## config.mk

```make
export PLATFORM = sky130hd
export DESIGN_NAME = pdm_decimator
export DESIGN_NICKNAME = d
export VERILOG_FILES = /design/src/rtl/pdm_decimator_pkg.sv /design/src/rtl/pdm_decimator_cic_integrator.sv /design/src/rtl/pdm_decimator.sv
export SDC_FILE = /design/constraint.sdc
export NUM_CORES = 1
export LEC_CHECK = 0
export BUFFER_PORTS_ARGS = -buffer_cell sky130_fd_sc_hd__buf_2
export CORE_AREA = 2 2 161 321
export DETAILED_ROUTE_END_ITERATION = 8
export DIE_AREA = 0 0 163 323
export GPL_ROUTABILITY_DRIVEN = 0
export PLACE_DENSITY = 0.72
export REMOVE_ABC_BUFFERS = 1
export SYNTH_ARGS = -nofsm -noshare
export SYNTH_HDL_FRONTEND = slang
export SYNTH_HIERARCHICAL = 1
export SYNTH_SLANG_ARGS = --single-unit
```

## constraint.sdc

```tcl
create_clock -name clk_in -period 9.95 [get_ports clk_in]
set_input_delay 0.4975 -clock clk_in [delete_from_list [all_inputs] [get_ports clk_in]]
set_output_delay 0.4975 -clock clk_in [all_outputs]
set_load 0.005 [all_outputs]
```

## src/rtl/pdm_decimator_pkg.sv

```systemverilog
// Shared constants and types for the PDM receive path.
// CIC decimator sizing, accumulator type and comb FSM states.
package pdm_decimator_pkg;

  localparam int SYNTH_WIDTH  = 16;
  localparam int PDM_DECIM    = 256;
  localparam int CIC_STAGES   = 4;
  localparam int CIC_ACC_BITS = 34;

  typedef logic signed [CIC_ACC_BITS-1:0] cic_acc_t;

  typedef enum logic [1:0] {
    IDLE,
    COMB,
    EMIT
  } cic_state_t;

endpackage

```

## src/rtl/pdm_decimator_cic_integrator.sv

```systemverilog
// Single enable-gated wrapping integrator stage.
// Overflow wraps modulo 2^W; the comb stages undo it exactly.
module cic_integrator #(
  parameter int W = 34
) (
  input  logic         clk_in,
  input  logic         rst_in,
  input  logic         en,
  input  logic [W-1:0] addend,
  output logic [W-1:0] acc
);

  // accumulate on each qualified input strobe
  always_ff @(posedge clk_in) begin
    if (rst_in) begin
      acc <= '0;
    end else if (en) begin
      acc <= acc + addend;
    end
  end

endmodule

```

## src/rtl/pdm_decimator.sv

```systemverilog
// PDM to PCM CIC decimator: integrators at bit rate,
// a shared-subtractor comb sequencer at sample rate.
module pdm_decimator
  import pdm_decimator_pkg::*;
#(
  parameter int WIDTH  = SYNTH_WIDTH,
  parameter int DECIM  = PDM_DECIM,
  parameter int STAGES = CIC_STAGES
) (
  input  logic                    clk_in,
  input  logic                    rst_in,
  input  logic                    data_in,
  input  logic                    data_valid_in,
  output logic signed [WIDTH-1:0] sample_out,
  output logic                    sample_valid_out
);

  localparam int LOG_R = $clog2(DECIM);
  localparam int ACC_W = STAGES * LOG_R + 2;
  localparam int SHIFT = STAGES * LOG_R - (WIDTH - 1);
  localparam int KW    = (STAGES > 1) ? $clog2(STAGES) : 1;

  localparam logic signed [ACC_W-1:0] SAT_HI =
    ACC_W'((longint'(1) <<< (WIDTH - 1)) - 1);
  localparam logic signed [ACC_W-1:0] SAT_LO = ~SAT_HI;

  logic [ACC_W-1:0] x;
  logic [ACC_W-1:0] integ [STAGES];
  logic [LOG_R-1:0] dcnt;
  logic             tick;

  logic signed [ACC_W-1:0] snapshot;
  logic signed [ACC_W-1:0] work;
  logic signed [ACC_W-1:0] dly [STAGES];
  logic signed [ACC_W-1:0] operand;
  logic signed [ACC_W-1:0] comb_y;
  logic signed [ACC_W-1:0] shifted;
  logic signed [WIDTH-1:0] sat_val;

  cic_state_t    state_q, state_d;
  logic [KW-1:0] k_q, k_d;

  assign x    = data_in ? ACC_W'(1) : '1;
  assign tick = data_valid_in && (dcnt == LOG_R'(DECIM - 1));

  for (genvar g = 0; g < STAGES; g++) begin : g_integ
    logic [ACC_W-1:0] addend;
    if (g == 0) begin : g_first
      assign addend = x;
    end else begin : g_rest
      assign addend = integ[g-1];
    end
    cic_integrator #(
      .W(ACC_W)
    ) u_integ (
      .clk_in(clk_in),
      .rst_in(rst_in),
      .en    (data_valid_in),
      .addend(addend),
      .acc   (integ[g])
    );
  end

  // decimation counter wraps naturally at the power-of-two ratio
  always_ff @(posedge clk_in) begin
    if (rst_in) begin
      dcnt <= '0;
    end else if (data_valid_in) begin
      dcnt <= dcnt + LOG_R'(1);
    end
  end

  // comb state register
  always_ff @(posedge clk_in) begin
    if (rst_in) begin
      state_q <= IDLE;
      k_q     <= '0;
    end else begin
      state_q <= state_d;
      k_q     <= k_d;
    end
  end

  // comb next-state: one stage per cycle, then emit
  always_comb begin
    state_d = state_q;
    k_d     = k_q;
    unique case (state_q)
      IDLE: begin
        if (tick) begin
          state_d = COMB;
          k_d     = '0;
        end
      end
      COMB: begin
        if (k_q == KW'(STAGES - 1)) begin
          state_d = EMIT;
        end else begin
          k_d = k_q + KW'(1);
        end
      end
      EMIT: begin
        state_d = IDLE;
      end
      default: begin
        state_d = IDLE;
      end
    endcase
  end

  // shared comb subtractor; first stage reads the snapshot
  always_comb begin
    operand = (k_q == '0) ? snapshot : work;
    comb_y  = operand - dly[k_q];
  end

  // scale to output width and clamp
  always_comb begin
    shifted = work >>> SHIFT;
    if (shifted > SAT_HI) begin
      sat_val = WIDTH'(SAT_HI);
    end else if (shifted < SAT_LO) begin
      sat_val = WIDTH'(SAT_LO);
    end else begin
      sat_val = WIDTH'(shifted);
    end
  end

  // snapshot, comb delays, work register and output strobe
  always_ff @(posedge clk_in) begin
    if (rst_in) begin
      snapshot         <= '0;
      work             <= '0;
      sample_out       <= '0;
      sample_valid_out <= 1'b0;
      for (int i = 0; i < STAGES; i++) begin
        dly[i] <= '0;
      end
    end else begin
      sample_valid_out <= 1'b0;
      if (tick) begin
        snapshot <= integ[STAGES-1];
      end
      if (state_q == COMB) begin
        dly[k_q] <= operand;
        work     <= comb_y;
      end
      if (state_q == EMIT) begin
        sample_out       <= sat_val;
        sample_valid_out <= 1'b1;
      end
    end
  end

endmodule

```

==> results_dict.tcl, run 1 <==
set metrics [dict create \
    async_reset_ff_frac 0 \
    endpoint_kind "flip-flop" \
    ctsHoldBuffers 0 \
    cp_cell_sequence "inv_1 -> ha_1 -> buf_4 -> mux2i_1 -> ha_1 -> inv_1 -> fa_1 -> a21oi_1 -> o31ai_1 -> a21oi_1 -> a21oi_1 -> a2111oi_0 -> o31ai_1 -> xor2_1 -> nand2_1 -> a21oi_1" \
    arrival_ps 5170 \
    finalMaxSlewViolations 0 \
    clk_path_buf_depth 3 \
    skew_ps 20.4 \
    cts_tree "yes" \
    via_per_inst 5.85 \
    die_h_um 323 \
    fp.dieW_um 163 \
    cts-root-buf "clkbuf_16" \
    nets 2845 \
    post-place-ws_ps 5380 \
    drtPass1Iterations 5 \
    synth_edf_count 136 \
    grt_overflow 0 \
    cts.htree.levels 2 \
    hold_start "work[10]$_SDFFE_PP0P_" \
    finalSetupViolations 0 \
    drv_cap 0 \
    die-area_um2 52600 \
    grt_max_degree 99 \
    antenna_left 0 \
    postSynthCellCount 2725 \
    muxShareOfSynthArea 0.0787 \
    clock_latency_ps 560 \
    clk_pin_slew_worst_paths_ps 60 \
    drive_gt1_frac 0.0682 \
    fin_crit_sh 0.472 \
    slew_headroom 0.315 \
    drcViolationCount 0 \
    layout_setup_ws_ps 5250 \
    globalRouteMet2Util 0.369 \
    powerDensity_nw_per_um2 152 \
    p_leak_nw 10.7 \
    path_common_cell "a21oi_1" \
    grt_pass1_wl_um 94300 \
    critical_path_class "reg2reg" \
    dp_hpwl_um 39600 \
    syn_to_final_growth_pct 7.22 \
    hold_slack_ps 452 \
    drt-initial-drc-count 1680 \
    numPortBuffers 20 \
    startpoint_type "flip-flop" \
    critPathMaxStageDelay_ps 720 \
    crit_slowest_cell "a2111oi_0" \
    synth-adder-area-share 0.0930 \
    hp-class "reg2reg" \
    top_usage_layer "met2" \
    ff2ff_path_depth 16 \
    antenna_found_initial 0 \
    post_drt_wl_per_cell_um 16.9 \
    num_rows 117 \
    ys_seq_area_frac 0.369 \
    ir_drop_v 0.000143 \
    fill_cells 4667 \
    worst_pin_slew_ps 1030 \
    drt_wl_total_um 56500 \
    use_met1 0.279 \
    yosys.area_share.simple 0.176 \
    layout.cells.non_filler 3351 \
    synth_area_um2 23800 \
    path_max_fanout 18 \
    rr_endpoint "work[32]$_SDFFE_PP0P_" \
    grt_setup_unrepaired "no" \
    synth_compound_area_frac 0.195 \
    cts-buffers-inserted 38 \
    ios 21 \
    r2r_slack_ps 5250 \
    synth_ff_type "dfxtp_1" \
    start_util 0.472 \
    outcome "complete, no violations" \
    synth_warnings 6 \
    worst_ep_required_time_ps 10420 \
    synth_top_family_by_area "compound AO/OA/AOI/OAI gates" \
    core_area_um2 50500 \
    avgSynthCellArea_um2 8.74 \
    n_antenna_cell 0 \
    clock_sinks 371 \
    r2r_start "k_q[1]$_SDFFE_PP0P_" \
    num_vias 19600 \
    fin_tns_setup_ps 0 \
    post_cts_resized 0 \
    holdPathEnd "work[10]$_SDFFE_PP0P_" \
    fmax_ghz 0.213 \
    cts_setup_buffers 0 \
    placed_cells 3281 \
    yosysUniqueCellTypes 84 \
    synth_xor_area_frac 0.0438 \
    min_period_ps 4700 \
    whs_path_depth 2 \
    grt_usage 0.217 \
    grt_pass1_vias 19200 \
    hold_viol_final 0 \
    use_met3 0.0290 \
    synth_seq_cells 371 \
]
## cell usage after synthesis (9+ instances only)
library cell / count / area (um2)
a2111o_1: 9 / 101
a211oi_1: 25 / 188
a21o_1: 72 / 541
a21oi_1: 292 / 1460
a31oi_1: 18 / 113
and3_1: 21 / 131
buf_1: 19 / 71.3
clkbuf_1: 101 / 379
dfxtp_1: 235 / 4700
edfxtp_1: 136 / 4080
ha_1: 169 / 2110
inv_1: 111 / 417
mux2i_1: 104 / 1040
mux4_2: 34 / 766
nand2_1: 297 / 1110
nand2b_1: 26 / 163
nand3_1: 64 / 320
nand3b_1: 10 / 75.1
nand4_1: 32 / 200
nor2_1: 353 / 1330
nor2b_1: 29 / 181
nor3_1: 37 / 185
nor3b_1: 19 / 143
o21a_1: 24 / 180
o21ai_0: 132 / 661
o21bai_1: 21 / 158
o22ai_1: 23 / 144
xnor2_1: 77 / 674
xor2_1: 42 / 368
## flip-flops by register name, summed over array words and instances (netlist names), named ones only
| register | flops |
|---|---|
| dcnt | 8 |
| dly | 136 |
| g_integ.u_integ/acc | 136 |
| k_q | 2 |
| sample_out | 16 |
| sample_valid_out | 1 |
| snapshot | 34 |
| state_q | 2 |
| work | 34 |
## cell usage in the layout (no fill, tap or decap), drive strengths merged, types with 12 or more instances in the layout
cell / netlist / final
inv: 112 / 113
mux4: 34 / 34
o21bai: 21 / 21
and3: 24 / 24
nor3: 37 / 37
nand2b: 26 / 26
ha: 169 / 169
a211oi: 29 / 29
edfxtp: 136 / 136
xnor2: 77 / 77
mux2i: 104 / 104
o22ai: 23 / 23
o21ai: 141 / 141
o21a: 24 / 24
buf: 29 / 40
xor2: 42 / 42
a21o: 78 / 78
nor2b: 30 / 30
nand2: 298 / 298
clkinv: 0 / 12
nor2: 353 / 353
a31oi: 18 / 18
nor3b: 19 / 19
dfxtp: 235 / 235
a21oi: 293 / 293
nand3: 64 / 64
nand4: 32 / 32
clkbuf: 107 / 53
## power by group
part | switching, mW | internal, mW | leakage [nW]
Combinational | 0.437 | 0.299 | 6.91
Sequential | 0.0666 | 1.66 | 3.20
Clock | 0.616 | 0.810 | 0.602
## layer usage
metal / up-vias / share of wire
met5: - / 0
met4: 0 / 0.035
li1: 9700 / -
met3: 127 / 0.044
met1: 9325 / 0.45
met2: 461 / 0.47
## layout make-up
cell class                      count  area, um2  area share
Tap cell                          654        818      0.0320
Sequential cell                   371       8790       0.344
Timing Repair Buffer               41        273      0.0107
Clock buffer                       52       1060      0.0417
Clock inverter                     18        175     0.00686
Multi-Input combinational cell   2103      14000       0.548
Inverter                          112        420      0.0165
## how the worst max path moves through the flow
stage | slack [ps] | endpoint | cells past startpoint | startpoint
CTS | 5350 | work[32]$_SDFFE_PP0P_ | 16 | k_q[1]$_SDFFE_PP0P_
global placement | 5540 | work[32]$_SDFFE_PP0P_ | 16 | k_q[1]$_SDFFE_PP0P_
detailed placement | 5380 | work[32]$_SDFFE_PP0P_ | 16 | k_q[1]$_SDFFE_PP0P_
floorplan | 5370 | work[32]$_SDFFE_PP0P_ | 13 | flip-flop
global route | 4860 | work[32]$_SDFFE_PP0P_ | 16 | k_q[1]$_SDFFE_PP0P_
finish | 5250 | work[32]$_SDFFE_PP0P_ | 16 | k_q[1]$_SDFFE_PP0P_
## kinds of logic (layout without fill, tap and decap cells)
logic type / after synthesis / count (layout)
flops: 371 / 371
fa+ha+maj: 174 / 174
xor+xnor: 119 / 119
mux: 144 / 144
compound gates: 727 / 727
other cells: 1 / 1
simple gates: 938 / 938
buf+inv: 251 / 223
## critical path: cells and delay by family, from the launching register on
family                     cells  cell delay, ps
xor gates and xnor gates       1             180
and+or+nand+nor                1              80
muxes                          1             460
DFF                            1             350
AOI/OAI and AO/OA              7            2060
adders and majority gates      3             890
buffers and inverters          3             570
## metrics by stage
step           cell area [um2]   util  power (mW)
2_1_floorplan            23200      -        2.31
3_3_place_gp             24300  0.481        2.47
3_5_place_dp             24300  0.481        2.49
4_1_cts                  25500  0.506        3.91
5_1_grt                  25500  0.506        4.07
6_report                 25500  0.506        3.88
No activity file was read; power rests on OpenSTA's default activity.
==> inputs of run 2 (changes only) <==
Clock period 9.95 ns to 4.7 ns, I/O delays scaled along.
==> results_dict.tcl, run 2 (synthesized netlist as in run 1, its figures left out) <==
set metrics [dict create \
    crit_family "simple AND/OR/NAND/NOR gates" \
    grt_pass1_vias 19300 \
    cp.depth 15 \
    final_cell_mix "nor2_1 (353), nand2_1 (297), a21oi_1 (292)" \
    num_vias 19600 \
    p_leak_nw 10.7 \
    drv_cap 0 \
    start_util 0.472 \
    drcViolationCount 0 \
    skew_ps 24.8 \
    drt_wl_total_um 56600 \
    drt-initial-drc-count 1376 \
    layout.cells.non_filler 3360 \
    grt_overflow 0 \
    hp-class "in2reg" \
    critPathMaxStageDelay_ps 440 \
    placed_cells 3293 \
    critical_path_class "reg2reg" \
    nets 2858 \
    final_common_cell "nor2_1" \
    num_rows 117 \
    clk_path_buf_depth 3 \
    syn_to_final_growth_pct 7.39 \
    finalMaxSlewViolations 0 \
    antenna_left 0 \
    ctsHoldBuffers 0 \
    r2r_slack_ps 500 \
    grt_usage 0.215 \
    outcome "complete, no violations" \
    fill_cells 4752 \
    hold_slack_ps 176 \
    clk_pin_slew_worst_paths_ps 60 \
    slew_headroom 0.381 \
    min_period_ps 4200 \
    grt_setup_unrepaired "no" \
    path_buf_inv 4 \
    cp_cell_sequence "inv_1 -> ha_1 -> buf_4 -> mux2i_1 -> inv_1 -> ha_1 -> nand2_1 -> or3_1 -> or2_2 -> a2111oi_0 -> buf_4 -> o21ai_0 -> nand2_1 -> a2111o_1 -> o211ai_1" \
    final_core_util 0.506 \
    dp_hpwl_um 40500 \
    numPortBuffers 20 \
    grt_max_degree 104 \
    cts.htree.levels 2 \
    ff2ff_path_depth 15 \
    r2r_start "k_q[1]$_SDFFE_PP0P_" \
    fin_tns_setup_ps 0 \
    endpoint_kind "flip-flop" \
    n_antenna_cell 0 \
    drtPass1Iterations 6 \
    worst_ep_required_time_ps 5130 \
    die_h_um 323 \
    ios 21 \
    fp.dieW_um 163 \
    cts_setup_buffers 0 \
    whs_path_depth 5 \
    startpoint_type "flip-flop" \
    cts_tree "yes" \
    worst_pin_slew_ps 927 \
    drive_gt1_frac 0.0691 \
    grt_pass1_wl_um 94000 \
    rr_endpoint "work[29]$_SDFFE_PP0P_" \
    powerDensity_nw_per_um2 319 \
    fmax_ghz 0.238 \
    arrival_ps 4630 \
    finalSetupViolations 0 \
    post_drt_wl_per_cell_um 16.8 \
    cts-root-buf "clkbuf_16" \
    crit_path_start "k_q[1]$_SDFFE_PP0P_" \
    clock_sinks 371 \
    clock_latency_ps 560 \
    core_area_um2 50500 \
    cts-buffers-inserted 39 \
    crit_slowest_cell "ha_1" \
    ir_drop_v 0.000284 \
    via_per_inst 5.83 \
    hold_viol_final 0 \
    fin_crit_sh 0.894 \
    endpoint "work[29]$_SDFFE_PP0P_" \
    path_max_fanout 10 \
    reg_top3 "dly x136, g_integ.u_integ/acc x136" \
    antenna_found_initial 0 \
    post_cts_resized 0 \
    die-area_um2 52600 \
]
[run 2: cell count changes in the layout (fill, tap and decap cells not counted)]
cell / previous run / this run
buf_4: 21 / 33
clkbuf_1: 9 / 10
clkinv_2: 7 / 3
inv_16: 0 / 2
clkinv_1: 2 / 7
clkinv_4: 1 / 0
clkinvlp_4: 3 / 0
clkinv_8: 2 / 0
bufinv_16: 2 / 1
[run 2: metal layers]
metal | share of wire | up-vias | global-route usage | wire [um]
li1 | - | 9724 | - | -
met3 | 0.046 | 144 | 0.0236 | 2630
met4 | 0.038 | 0 | 0.0830 | 2150
met5 | 0 | - | 0 | 0
met2 | 0.48 | 513 | 0.373 | 27200
met1 | 0.43 | 9197 | 0.273 | 24600
[run 2: how the worst min path moves through the flow]
| stage | endpoint | start |
|---|---|---|
| 6_report | g_integ[0].u_integ/acc[1]$_SDFFE_PP0P_ | data_in |
| 5_1_grt | g_integ[0].u_integ/acc[1]$_SDFFE_PP0P_ | data_in |
| 4_1_cts | g_integ[0].u_integ/acc[1]$_SDFFE_PP0P_ | data_in |
| 3_5_place_dp | work[5]$_SDFFE_PP0P_ | work[5]$_SDFFE_PP0P_ |
| 3_3_place_gp | sample_out[15]$_SDFFE_PP0P_ | sample_out[15]$_SDFFE_PP0P_ |
| 2_1_floorplan | g_integ[0].u_integ/acc[25]$_SDFFE_PP0P_ | rst_in |
[run 2: stage by stage]
stage	setup WS, ps	total power, mW	area, um2
finish	496	8.15	25600
global placement	725	5.23	24400
floorplan	118	4.88	23200
detailed placement	570	5.26	24400
global route	89.5	8.54	25600
CTS	543	8.21	25600
[run 2: final cells by class]
cell class,instances,area [um2],share of cell area
flip-flops and latches,371,8790,0.344
inverters,112,420,0.0164
clock inverters,14,120,0.00470
multi-input cells,2103,14000,0.547
clock buffers,53,1070,0.0418
well taps,654,818,0.0320
repair buffers,53,363,0.0142
[run 2: worst min-delay path, stage by stage]
cell,delay (ps)
buf_2,70
inv_1,40
inv_1,80
fa_1,180
a211oi_1,70
[run 2: report_power, final]
part	internal, mW	leakage (nW)	switching, mW
clock network	1.66	0.582	1.29
registers	3.51	3.20	0.141
logic	0.634	6.97	0.927
total	5.80	10.7	2.35
==> inputs of run 3 (changes only) <==
Settings changed: MAX_ROUTING_LAYER set to met4.
==> results_dict.tcl, run 3 (synthesized netlist as in run 1, its figures left out) <==
set metrics [dict create \
    syn_to_final_growth_pct 7.39 \
    powerDensity_nw_per_um2 319 \
    ios 21 \
    grt_setup_unrepaired "no" \
    worst_ep_required_time_ps 5130 \
    n_antenna_cell 0 \
    drive_gt1_frac 0.0691 \
    cts_setup_buffers 0 \
    finalMaxSlewViolations 0 \
    cts_tree "yes" \
    fill_cells 4752 \
    fp.dieW_um 163 \
    path_max_fanout 7 \
    num_rows 117 \
    final_cell_mix "nor2_1 (353), nand2_1 (297), a21oi_1 (292)" \
    num_vias 19600 \
    post-place-ws_ps 570 \
    hp-class "in2reg" \
    startpoint_type "flip-flop" \
    nets 2858 \
    cts-buffers-inserted 39 \
    skew_ps 25.3 \
    ir_drop_v 0.000283 \
    via_per_inst 5.82 \
    worst_pin_slew_ps 940 \
    cts.htree.levels 2 \
    antenna_left 0 \
    core_area_um2 50500 \
    grt_pass1_vias 19300 \
    rr_endpoint "work[29]$_SDFFE_PP0P_" \
    clk_path_buf_depth 3 \
    clock_latency_ps 570 \
    start_util 0.472 \
    finalSetupViolations 0 \
    grt_pass1_wl_um 94100 \
    crit_slowest_cell "mux2i_1" \
    drtPass1Iterations 6 \
    drcViolationCount 0 \
    fin_crit_sh 0.907 \
    ctsHoldBuffers 0 \
    grt_usage 0.222 \
    antenna_found_initial 0 \
    hold_start "data_in" \
    grt_overflow 0 \
    drv_cap 0 \
    arrival_ps 4690 \
    critPathMaxStageDelay_ps 630 \
    numPortBuffers 20 \
    whs_path_depth 5 \
    min_period_ps 4260 \
    cp_cell_sequence "inv_1 -> ha_1 -> mux2i_1 -> inv_1 -> ha_1 -> nand2_1 -> or3_1 -> or2_2 -> a2111oi_0 -> buf_4 -> o21ai_0 -> nand2_1 -> a2111o_1 -> o211ai_1" \
    clock_sinks 371 \
    outcome "complete, no violations" \
    fin_tns_setup_ps 0 \
    final_common_cell "nor2_1" \
    dp_hpwl_um 40500 \
    grt_max_degree 104 \
    fmax_ghz 0.235 \
    r2r_start "k_q[1]$_SDFFE_PP0P_" \
    cts-root-buf "clkbuf_16" \
    ff2ff_path_depth 14 \
    slew_headroom 0.372 \
    holdPathEnd "g_integ[0].u_integ/acc[1]$_SDFFE_PP0P_" \
    layout_setup_ws_ps 438 \
    drt-initial-drc-count 1464 \
    reg_top3 "dly x136, g_integ.u_integ/acc x136" \
    p_leak_nw 10.7 \
    hold_viol_final 0 \
    die_h_um 323 \
    clk_pin_slew_worst_paths_ps 60 \
    drt_wl_total_um 56500 \
    post_cts_resized 0 \
    die-area_um2 52600 \
    r2r_slack_ps 440 \
    post_drt_wl_per_cell_um 16.8 \
    critical_path_class "reg2reg" \
    endpoint_kind "flip-flop" \
]
## run 3: final cells by class
type                       instances  area (um2)  share of cell area
clock buffer                      53        1070              0.0418
inverter                         112         420              0.0164
multi-input combinational       2103       14000               0.547
timing repair buffer              53         363              0.0142
clock inverter                    14         120             0.00470
sequential                       371        8790               0.344
tap                              654         818              0.0320
## run 3: worst max-delay path, delay by kind of cell, from the launching register on
kind                       cells  cell delay (ps)
AOI/OAI and AO/OA              4              790
buffers and inverters          3              500
DFF                            1              350
muxes                          1              630
adders and majority gates      2              870
and+or+nand+nor                4              980
## run 3: layer usage
metal,global-route usage,wire length [um]
met5,-,0
met4,0.0830,2120
met3,0.0232,2410
met2,0.373,27300
met1,0.275,24700
## run 3: metrics by stage
step                      utilization  hold slack [ps]  instance area (um2)  power [mW]  std cells
after detailed placement        0.483              451                24400        5.26       3293
after global routing            0.506              208                25600        8.54       3360
after floorplan                     -              304                23200        4.88       2586
after global placement          0.483              447                24400        5.23       3293
after CTS                       0.506              174                25600        8.21       3360
final                           0.506              176                25600        8.15       3360
## run 3: worst max path at each step
stage	start	end	slack, ps	cells past startpoint
floorplan	flip-flop	work[32]$_SDFFE_PP0P_	120	13
global placement	k_q[1]$_SDFFE_PP0P_	work[30]$_SDFFE_PP0P_	720	17
detailed placement	k_q[1]$_SDFFE_PP0P_	work[33]$_SDFFE_PP0P_	570	13
CTS	k_q[1]$_SDFFE_PP0P_	work[29]$_SDFFE_PP0P_	540	15
global route	k_q[1]$_SDFFE_PP0P_	work[29]$_SDFFE_PP0P_	90	14
finish	k_q[1]$_SDFFE_PP0P_	work[29]$_SDFFE_PP0P_	440	14
## run 3: power breakdown
group	total [mW]	internal, mW	switching [mW]	leakage, nW
Combinational	1.56	0.634	0.927	6.97
Sequential	3.65	3.51	0.141	3.20
Clock	2.94	1.66	1.29	0.582
